===== config.mk =====
export PLATFORM = sky130hd
export DESIGN_NAME = cmp_pipe
export DESIGN_NICKNAME = d
export VERILOG_FILES = /design/src/rtl/cmp_pkg.sv /design/src/rtl/cmp_chunk.sv /design/src/rtl/cmp_pipe.sv
export SDC_FILE = /design/constraint.sdc
export NUM_CORES = 1
export LEC_CHECK = 0
export CAP_MARGIN = 20
export CORE_MARGIN = 4
export CORE_UTILIZATION = 55
export DETAILED_ROUTE_END_ITERATION = 16
export GPL_ROUTABILITY_DRIVEN = 0
export PLACE_DENSITY = 0.81
export SLEW_MARGIN = 10
export SYNTH_ARGS = -nofsm -noshare
export SYNTH_HDL_FRONTEND = slang
export SYNTH_SLANG_ARGS = --single-unit

===== constraint.sdc =====
create_clock -name CLK -period 3.6 [get_ports CLK]
set_input_delay 0.54 -clock CLK [delete_from_list [all_inputs] [get_ports CLK]]
set_output_delay 0.54 -clock CLK [all_outputs]
set_load 0.1 [all_outputs]

===== src/rtl/cmp_pkg.sv =====
// Shared definitions for the pipelined comparator: relation encodings, stage count
// and the final flag-to-relation decode.
package cmp_pkg;

    localparam int unsigned CMP_MODE_W = 3;

    localparam logic [CMP_MODE_W-1:0] CMP_EQ = 3'd0;
    localparam logic [CMP_MODE_W-1:0] CMP_NE = 3'd1;
    localparam logic [CMP_MODE_W-1:0] CMP_LT = 3'd2;
    localparam logic [CMP_MODE_W-1:0] CMP_GE = 3'd3;
    localparam logic [CMP_MODE_W-1:0] CMP_GT = 3'd4;
    localparam logic [CMP_MODE_W-1:0] CMP_LE = 3'd5;

    function automatic int unsigned nstages(input int unsigned width, input int unsigned sb);
        return (width + sb - 1) / sb;
    endfunction

    // c = carry-out of a + ~b + 1 (set iff a >= b), z = difference is zero
    function automatic logic cmp_rel(input logic [CMP_MODE_W-1:0] mode, input logic c,
                                     input logic z);
        logic r;
        r = 1'b0;
        case (mode)
            CMP_EQ:  r = z;
            CMP_NE:  r = ~z;
            CMP_LT:  r = ~c;
            CMP_GE:  r = c;
            CMP_GT:  r = c & ~z;
            CMP_LE:  r = ~c | z;
            default: r = 1'b0;
        endcase
        return r;
    endfunction

endpackage


===== src/rtl/cmp_chunk.sv =====
// One combinational slice of the subtract carry chain: a + ~b + cin, reporting the
// slice carry-out and whether the slice difference is zero.
module cmp_chunk #(
    parameter int unsigned BITS = 4
) (
    input  logic [BITS-1:0] a,
    input  logic [BITS-1:0] b,
    input  logic            cin,
    output logic            cout,
    output logic            zero
);

    logic [BITS:0] sum;

    assign sum  = {1'b0, a} + {1'b0, ~b} + {{BITS{1'b0}}, cin};
    assign cout = sum[BITS];
    assign zero = (sum[BITS-1:0] == '0);

endmodule


===== src/rtl/cmp_pipe.sv =====
// Pipelined magnitude/equality comparator: I0 - I1 on a carry chain cut into registered
// STAGE_BITS slices, with signed/unsigned and six relation modes under valid/ready.
module cmp_pipe
    import cmp_pkg::*;
#(
    parameter int unsigned WIDTH      = 16,
    parameter int unsigned STAGE_BITS = 4
) (
    input  logic                  CLK,
    input  logic                  RESET,
    input  logic [WIDTH-1:0]      I0,
    input  logic [WIDTH-1:0]      I1,
    input  logic [CMP_MODE_W-1:0] MODE,
    input  logic                  SIGNED,
    input  logic                  in_valid,
    output logic                  in_ready,
    output logic                  O,
    output logic                  out_valid,
    input  logic                  out_ready
);

    localparam int unsigned NSTAGES = nstages(WIDTH, STAGE_BITS);

    logic             stall;
    logic             en;
    logic             accept;
    logic [WIDTH-1:0] a_in;
    logic [WIDTH-1:0] b_in;
    logic             out_valid_q;
    logic             o_q;

    assign stall    = out_valid_q & ~out_ready;
    assign en       = ~stall;
    assign in_ready = ~RESET & ~stall;
    assign accept   = in_valid & in_ready;

    // Flipping both MSBs maps two's-complement order onto unsigned order.
    assign a_in = {I0[WIDTH-1] ^ SIGNED, I0[WIDTH-2:0]};
    assign b_in = {I1[WIDTH-1] ^ SIGNED, I1[WIDTH-2:0]};

    for (genvar k = 0; k < NSTAGES; k++) begin : g_stage
        localparam int unsigned Lo   = k * STAGE_BITS;
        localparam int unsigned Bits = (WIDTH - Lo < STAGE_BITS) ? (WIDTH - Lo) : STAGE_BITS;

        // Only the operand bits this slice and later slices still need are kept.
        logic [WIDTH-1:Lo]      a_cur;
        logic [WIDTH-1:Lo]      b_cur;
        logic [CMP_MODE_W-1:0]  mode_cur;
        logic                   valid_cur;
        logic                   cin_cur;
        logic                   zin_cur;
        logic                   cout;
        logic                   zero;
        logic                   zero_acc;

        if (k == 0) begin : g_head
            assign a_cur     = a_in;
            assign b_cur     = b_in;
            assign mode_cur  = MODE;
            assign valid_cur = accept;
            assign cin_cur   = 1'b1;
            assign zin_cur   = 1'b1;
        end else begin : g_reg
            always_ff @(posedge CLK) begin
                if (RESET) begin
                    valid_cur <= 1'b0;
                    a_cur     <= '0;
                    b_cur     <= '0;
                    mode_cur  <= '0;
                    cin_cur   <= 1'b0;
                    zin_cur   <= 1'b0;
                end else if (en) begin
                    valid_cur <= g_stage[k-1].valid_cur;
                    a_cur     <= g_stage[k-1].a_cur[WIDTH-1:Lo];
                    b_cur     <= g_stage[k-1].b_cur[WIDTH-1:Lo];
                    mode_cur  <= g_stage[k-1].mode_cur;
                    cin_cur   <= g_stage[k-1].cout;
                    zin_cur   <= g_stage[k-1].zero_acc;
                end
            end
        end

        cmp_chunk #(
            .BITS(Bits)
        ) u_chunk (
            .a    (a_cur[Lo +: Bits]),
            .b    (b_cur[Lo +: Bits]),
            .cin  (cin_cur),
            .cout (cout),
            .zero (zero)
        );

        assign zero_acc = zin_cur & zero;
    end

    always_ff @(posedge CLK) begin
        if (RESET) begin
            out_valid_q <= 1'b0;
            o_q         <= 1'b0;
        end else if (en) begin
            out_valid_q <= g_stage[NSTAGES-1].valid_cur;
            o_q         <= cmp_rel(g_stage[NSTAGES-1].mode_cur, g_stage[NSTAGES-1].cout,
                                   g_stage[NSTAGES-1].zero_acc);
        end
    end

    assign out_valid = out_valid_q;
    assign O         = o_q;

endmodule

==> summary.md, run 1 <==
| Metric | Value |
|---|---|
| Area Growth Syn to Fin | 26.1% |
| Post-route DRC | 0 |
| Remaining global-route overflow | 0 |
| Rel. slew slack | between 30% and 40% |
| 1st-iter DRT viols | 101 |
| Total negative setup slack | 0 ns |
| Worst setup path class | input port to primary output |
| Share of layout cells above drive strength 1 | 8.79% |
| Die ar. | about 6300 sq um |
| Ports | between 40 and 50 |
| Largest cells by area after synthesis | dfxtp_1, a22o_1, ha_1, fa_1, inv_1 |
| Ant diodes | 0 |
| Worst Min Path Start | g_stage[3].cin_cur |
| Maximum achievable frequency | 409 MHz |
| Crit-path slowest cell | clkdlybuf4s50_1 |
| Die Wd | 79.5 um |
| Number of antenna violations at the first check in global routing | 0 |
| Buf/Inv on CP | 2 |
| Max incr delay on CP | roughly 0.53 ns |
| Syn avg cell area | about 11 sq um |
| Reg2reg setup slack | around 1.2 ns |
| Final nets | around 360 |
| Buffer count from post-CTS setup fixing | 0 |
| Row count | 25 |
| Distinct cells, synth | 32 |
| Most frequent cell after synthesis | dfxtp_1 |
| Total power | ~1.8 mW |
| Final Skew | 0.00845 ns |
| Max Root-Sink Buffers | 2 |
| Port Buffers | 42 |
| CP Data Required Time | between 3 and 4 ns |
| Global-route wire length before repair | around 9000 um |
| Pre-CTS setup slack | between 1 and 1.5 ns |
| Top-area cell type share of the netlist area | 48.4% |
| All-Layer GR Usage | a little under a fifth |
| Final core utilization | around 73% |
| Initial Util | 58.0% |
| Min-Delay Path Depth | 2 |
| Crit start category | input port |
| CP Max Fanout | 18 |
| Outcome | finished, final reports clean |
| Hold Path Class | register to register |
| CTS tree | yes |
| Top FF cell, synth | dfxtp_1 |
| Syn_nets | between 300 and 400 |
| Worst-path clk slew | ~0.070 ns |
| Wirelength, routed | about 5000 um |
| Length of the first detailed-routing pass in iterations | 4 |
| Final Max Slew Viols | 0 |
| Routed Antenna Nets | 0 |
| Post-Syn Area | 2810 sq um |
| Worst setup EP type | primary output |
| Final period util | 67.9% |
| Setup violators final | 0 |
| Worst path cell trace | clkdlybuf4s50_1, nor2_4, buf_4 |
| Seq/Total Area, Yosys | 48.4% |
| Largest net degree at the start of global routing | 38 |
| Hold Vio Cnt, Final | 0 |
| DR WL/cell | 13.5 um |
| Top post-synthesis cells by count | dfxtp_1, a22o_1, inv_1, ha_1, nand2_1 |
| WHS Endpoint | g_stage[3].cin_cur |
| Worst-skew pair later-pin latency | approximately 0.33 ns |
| Hold Slack | ~0.46 ns |
| Vias in the first global route | around 2000 |
| # clock sinks | 68 |
| Seq cells post-synth | between 60 and 70 |
| Reg2Reg Depth | 8 |
| DR vias | roughly 2000 |
| Die span in y | 79.5 um |
| H-Tree Depth | 3 |
| Fill cells | approximately 350 |
| Worst r2r src | g_stage[3].a_cur[12] |
| Vias per cell | around 5.4 |
| Worst R2R End | O |
| DP HPWL | between 3000 and 4000 um |
| Biggest area consumer among synthesized cells | dfxtp_1 |
| Synth warn | 0 |
| Slew of the pin with the lowest slew margin | slightly below 1 ns |
| Pwr Density | between 400 and 500 nW/um^2 |
| Unrepaired setup endpoints after global routing | no |
| Worst IR Drop VDD | about 0.00034 V |
| Max_cap viols | 0 |
| Arr. time, crit path | 1.90 ns |
| Core ar. | between 4000 and 5000 sq um |
| Cells after Synth | ~260 |
| Post-synth EDFFs | 0 |
| Post-CTS Resized | 0 |
| Minimum clock period after layout | around 2.4 ns |
| P_leak | 1.44 nW |
| CTS Root Cell | clkbuf_8 |
| Total CTS buffers | 9 |
| Top cell family by delay on the critical path | buffers and inverters |
| Post-synth ARST share | 0% |
| Min setup slack post-route | approximately 1.2 ns |
| Hold-fix buffers, CTS | 0 |
[worst max path at each step]
stage,startpoint,to,cells after the start
finish,RESET,in_ready,3
global route,g_stage[3].a_cur[12],O,9
CTS,RESET,in_ready,3
detailed placement,out_ready,g_stage[2].b_cur[10],5
global placement,out_ready,g_stage[3].a_cur[13],5
floorplan,out_valid,in_ready,3
[placed cells by master (no fill, tap or decap), drive strengths merged, types with 3 or more instances in the layout]
cell type       n
fa              7
a21oi           6
bufinv          3
a211oi          4
xor2            6
o21ai           5
nand2           9
o21a            3
a32o            3
a22o           60
inv            28
buf             5
a21o            5
ha             13
nor2b           5
clkbuf          9
nor3            3
clkdlybuf4s50  41
xnor2           3
dfxtp          68
nor2            5
[where the power goes]
part	total [mW]	internal [mW]	switching (mW)
clock network	0.749	0.463	0.286
logic	0.207	0.115	0.0919
registers	0.814	0.790	0.0240
total	1.77	1.37	0.402
[stage by stage]
stage | std cells | cell area (sq um)
5_1_grt | 374 | 3540
6_report | 374 | 3540
4_1_cts | 374 | 3540
3_5_place_dp | 358 | 3300
2_1_floorplan | 259 | 2810
3_3_place_gp | 358 | 3300
[per-layer routing]
| layer | track usage, % | share of wire, % | vias up |
|---|---|---|---|
| li1 | - | - | 1022 |
| met3 | 6.21 | 4.6 | 8 |
| met5 | 0 | 0 | - |
| met1 | 22.6 | 47 | 944 |
| met4 | 6.70 | 1.3 | 0 |
| met2 | 29.2 | 47 | 32 |
[cell type report]
cell class              instances  area (sq um)  share of cell area (%)
clock inverters                 7           123                    3.46
clock buffers                   9           124                    3.50
multi-input cells             150          1300                    36.8
flip-flops and latches         68          1360                    38.4
repair buffers                 46           448                    12.6
well taps                      67          83.8                    2.37
inverters                      27           101                    2.86
[registers in the layout, indices dropped and copies added (netlist names)]
| register | count |
|---|---|
| out_valid | 1 |
| g_stage.mode_cur | 9 |
| g_stage.cin_cur | 3 |
| g_stage.zin_cur | 3 |
| g_stage.a_cur | 24 |
| O | 1 |
| g_stage.valid_cur | 3 |
| g_stage.b_cur | 24 |
[tightest hold or removal path: cells and delay by family, from the launching register on]
kind,cells,cell delay [ns]
and+or+nand+nor,2,0.10
DFF,1,0.32
[cells by family (layout without fill, tap and decap cells)]
family | Yosys count | count (layout) | synth area share, %
AO/OA/AOI/OAI | 89 | 89 | 26.3
buffers and inverters | 41 | 89 | 5.74
adder cells (fa/ha/maj) | 20 | 20 | 10.8
AND/OR/NAND/NOR | 31 | 31 | 5.57
flip-flops | 68 | 68 | 48.4
XOR/XNOR | 9 | 9 | 2.81
multiplexers | 1 | 1 | 0.356
Power figures use the tool's default switching activity.
==> run 2, diff against run 1 <==
--- a/config.mk
+++ b/config.mk
@@ -7,10 +7,10 @@
 export LEC_CHECK = 0
 export CAP_MARGIN = 20
 export CORE_MARGIN = 4
-export CORE_UTILIZATION = 55
+export CORE_UTILIZATION = 53
 export DETAILED_ROUTE_END_ITERATION = 16
 export GPL_ROUTABILITY_DRIVEN = 0
-export PLACE_DENSITY = 0.81
+export PLACE_DENSITY = 0.79
 export SLEW_MARGIN = 10
 export SYNTH_ARGS = -nofsm -noshare
 export SYNTH_HDL_FRONTEND = slang
==> constraint.sdc (replaced) <==
create_clock -name CLK -period 2.3 [get_ports CLK]
set_input_delay 0.345 -clock CLK [delete_from_list [all_inputs] [get_ports CLK]]
set_output_delay 0.345 -clock CLK [all_outputs]
set_load 0.1 [all_outputs]
==> summary.md, run 2 (synthesis gave the netlist of run 1 again) <==
| Metric | Value |
|---|---|
| Largest net degree at the start of global routing | 28 |
| Initial Util | 55.0% |
| Die Wd | roughly 81 um |
| CTS tree | yes |
| Total negative setup slack | 0 ns |
| CP Data Required Time | roughly 2.6 ns |
| Final period util | between 90% and 100% |
| Max Root-Sink Buffers | 2 |
| # clock sinks | between 60 and 70 |
| Placed insts | about 370 |
| Area Growth Syn to Fin | 28.1% |
| Crit start category | register |
| CP Max Fanout | 3 |
| Ports | 43 |
| 1st-iter DRT viols | 50 |
| Length of the first detailed-routing pass in iterations | 4 |
| DR WL/cell | approximately 13 um |
| Most common cell after layout, fill and taps aside | dfxtp_1 |
| H-Tree Depth | 3 |
| Most frequent cells in the layout | dfxtp_1, a22o_1, clkdlybuf4s50_1, inv_1, ha_1 |
| Worst setup EP type | register |
| Final Max Slew Viols | 0 |
| Wirelength, routed | 5040 um |
| Total power | 2.68 mW |
| Vias per cell | roughly 5.4 |
| Largest regs | g_stage.a_cur x24, g_stage.b_cur x24, g_stage.mode_cur x9 |
| Outcome | finished, final reports clean |
| Hold Slack | 0.464 ns |
| Minimum clock period after layout | around 2.3 ns |
| Die span in y | roughly 81 um |
| Die ar. | about 6500 sq um |
| CTS Root Cell | clkbuf_8 |
| Ant diodes | 0 |
| Hold Path Class | register to register |
| Number of antenna violations at the first check in global routing | 0 |
| P_leak | 1.48 nW |
| DR vias | 2076 |
| Buffer count from post-CTS setup fixing | 0 |
| Maximum achievable frequency | approximately 440 MHz |
| Final Skew | 0.00805 ns |
| Remaining global-route overflow | 0 |
| Total CTS buffers | 9 |
| Worst IR Drop VDD | roughly 0.00052 V |
| Routed Antenna Nets | 0 |
| Worst-path clk slew | about 0.070 ns |
| Global-route wire length before repair | a little under 9000 um |
| Worst-skew pair later-pin latency | between 0.3 and 0.4 ns |
| DP HPWL | around 3600 um |
| Vias in the first global route | a little over 2000 |
| Post-route DRC | 0 |
| All-Layer GR Usage | ~17% |
| Setup violators final | 0 |
| Arr. time, crit path | 2.52 ns |
| Unrepaired setup endpoints after global routing | yes |
| Final Instance Count excl. Fillers | about 380 |
| Share of layout cells above drive strength 1 | 12.5% |
| Row count | 26 |
| Rel. slew slack | 67.4% |
| Pwr Density | 744 nW/um^2 |
| Port Buffers | 42 |
| Slew of the pin with the lowest slew margin | about 0.49 ns |
| Core ar. | approximately 5100 sq um |
| Final nets | ~370 |
| Worst setup path class | register to register |
| Hold Vio Cnt, Final | 0 |
| Max_cap viols | 0 |
-- run 2: worst paths after layout --
kind | slack [ns] | start | depth (start not counted) | to
setup / recovery | 0.04 | g_stage[3].a_cur[12] | 9 | O
hold / removal | 0.46 | g_stage[2].cin_cur | 2 | g_stage[2].cin_cur
setup reg to reg | 0.04 | g_stage[3].a_cur[12] | 9 | O
hold reg to reg | 0.46 | g_stage[2].cin_cur | 2 | g_stage[2].cin_cur
-- run 2: worst max-delay path: stages (launching register included) --
cell and delay (ns):
dfxtp_2 0.33, inv_1 0.05, fa_2 0.39, inv_1 0.08
fa_1 0.45, nand2b_4 0.17, a2111oi_4 0.21, a211oi_1 0.09
o21a_1 0.19, o31ai_2 0.21
-- run 2: routing by layer --
layer  vias to the layer above  track usage, %  share of wire [%]
li1                       1035               -                  -
met1                      1002            20.5                 45
met2                        34            28.6                 49
met3                         5            7.32                4.6
met4                         0            4.73               0.83
met5                         -               0                  0
-- run 2: per-stage QoR --
step / utilization [%] / cell area, sq um / setup WS (ns)
floorplan: - / 2810 / 0.0187
global placement: 65.4 / 3340 / -0.00253
detailed placement: 65.4 / 3340 / -0.0416
CTS: 70.0 / 3580 / 0.0491
global route: 70.5 / 3600 / -0.0740
finish: 70.5 / 3600 / 0.0430
-- run 2: area by class of cell --
type	instances	area, sq um
sequential	68	1360
clock inverter	7	98.8
multi-input combinational	150	1340
fill	387	1510
tap	70	87.6
inverter	27	101
timing repair buffer	50	485
clock buffer	9	124
-- run 2: timing repair --
item,4_1_cts,5_1_grt
resized for setup,2,5
pin swaps,1,2
endpoints found under the setup margin,1,1
hold endpoints to repair,0,0
hold buffers,0,0
-- run 2: power by group --
group          switching [mW]  internal, mW
logic                   0.149         0.189
clock network           0.454         0.615
registers              0.0362          1.24
total                   0.639          2.04
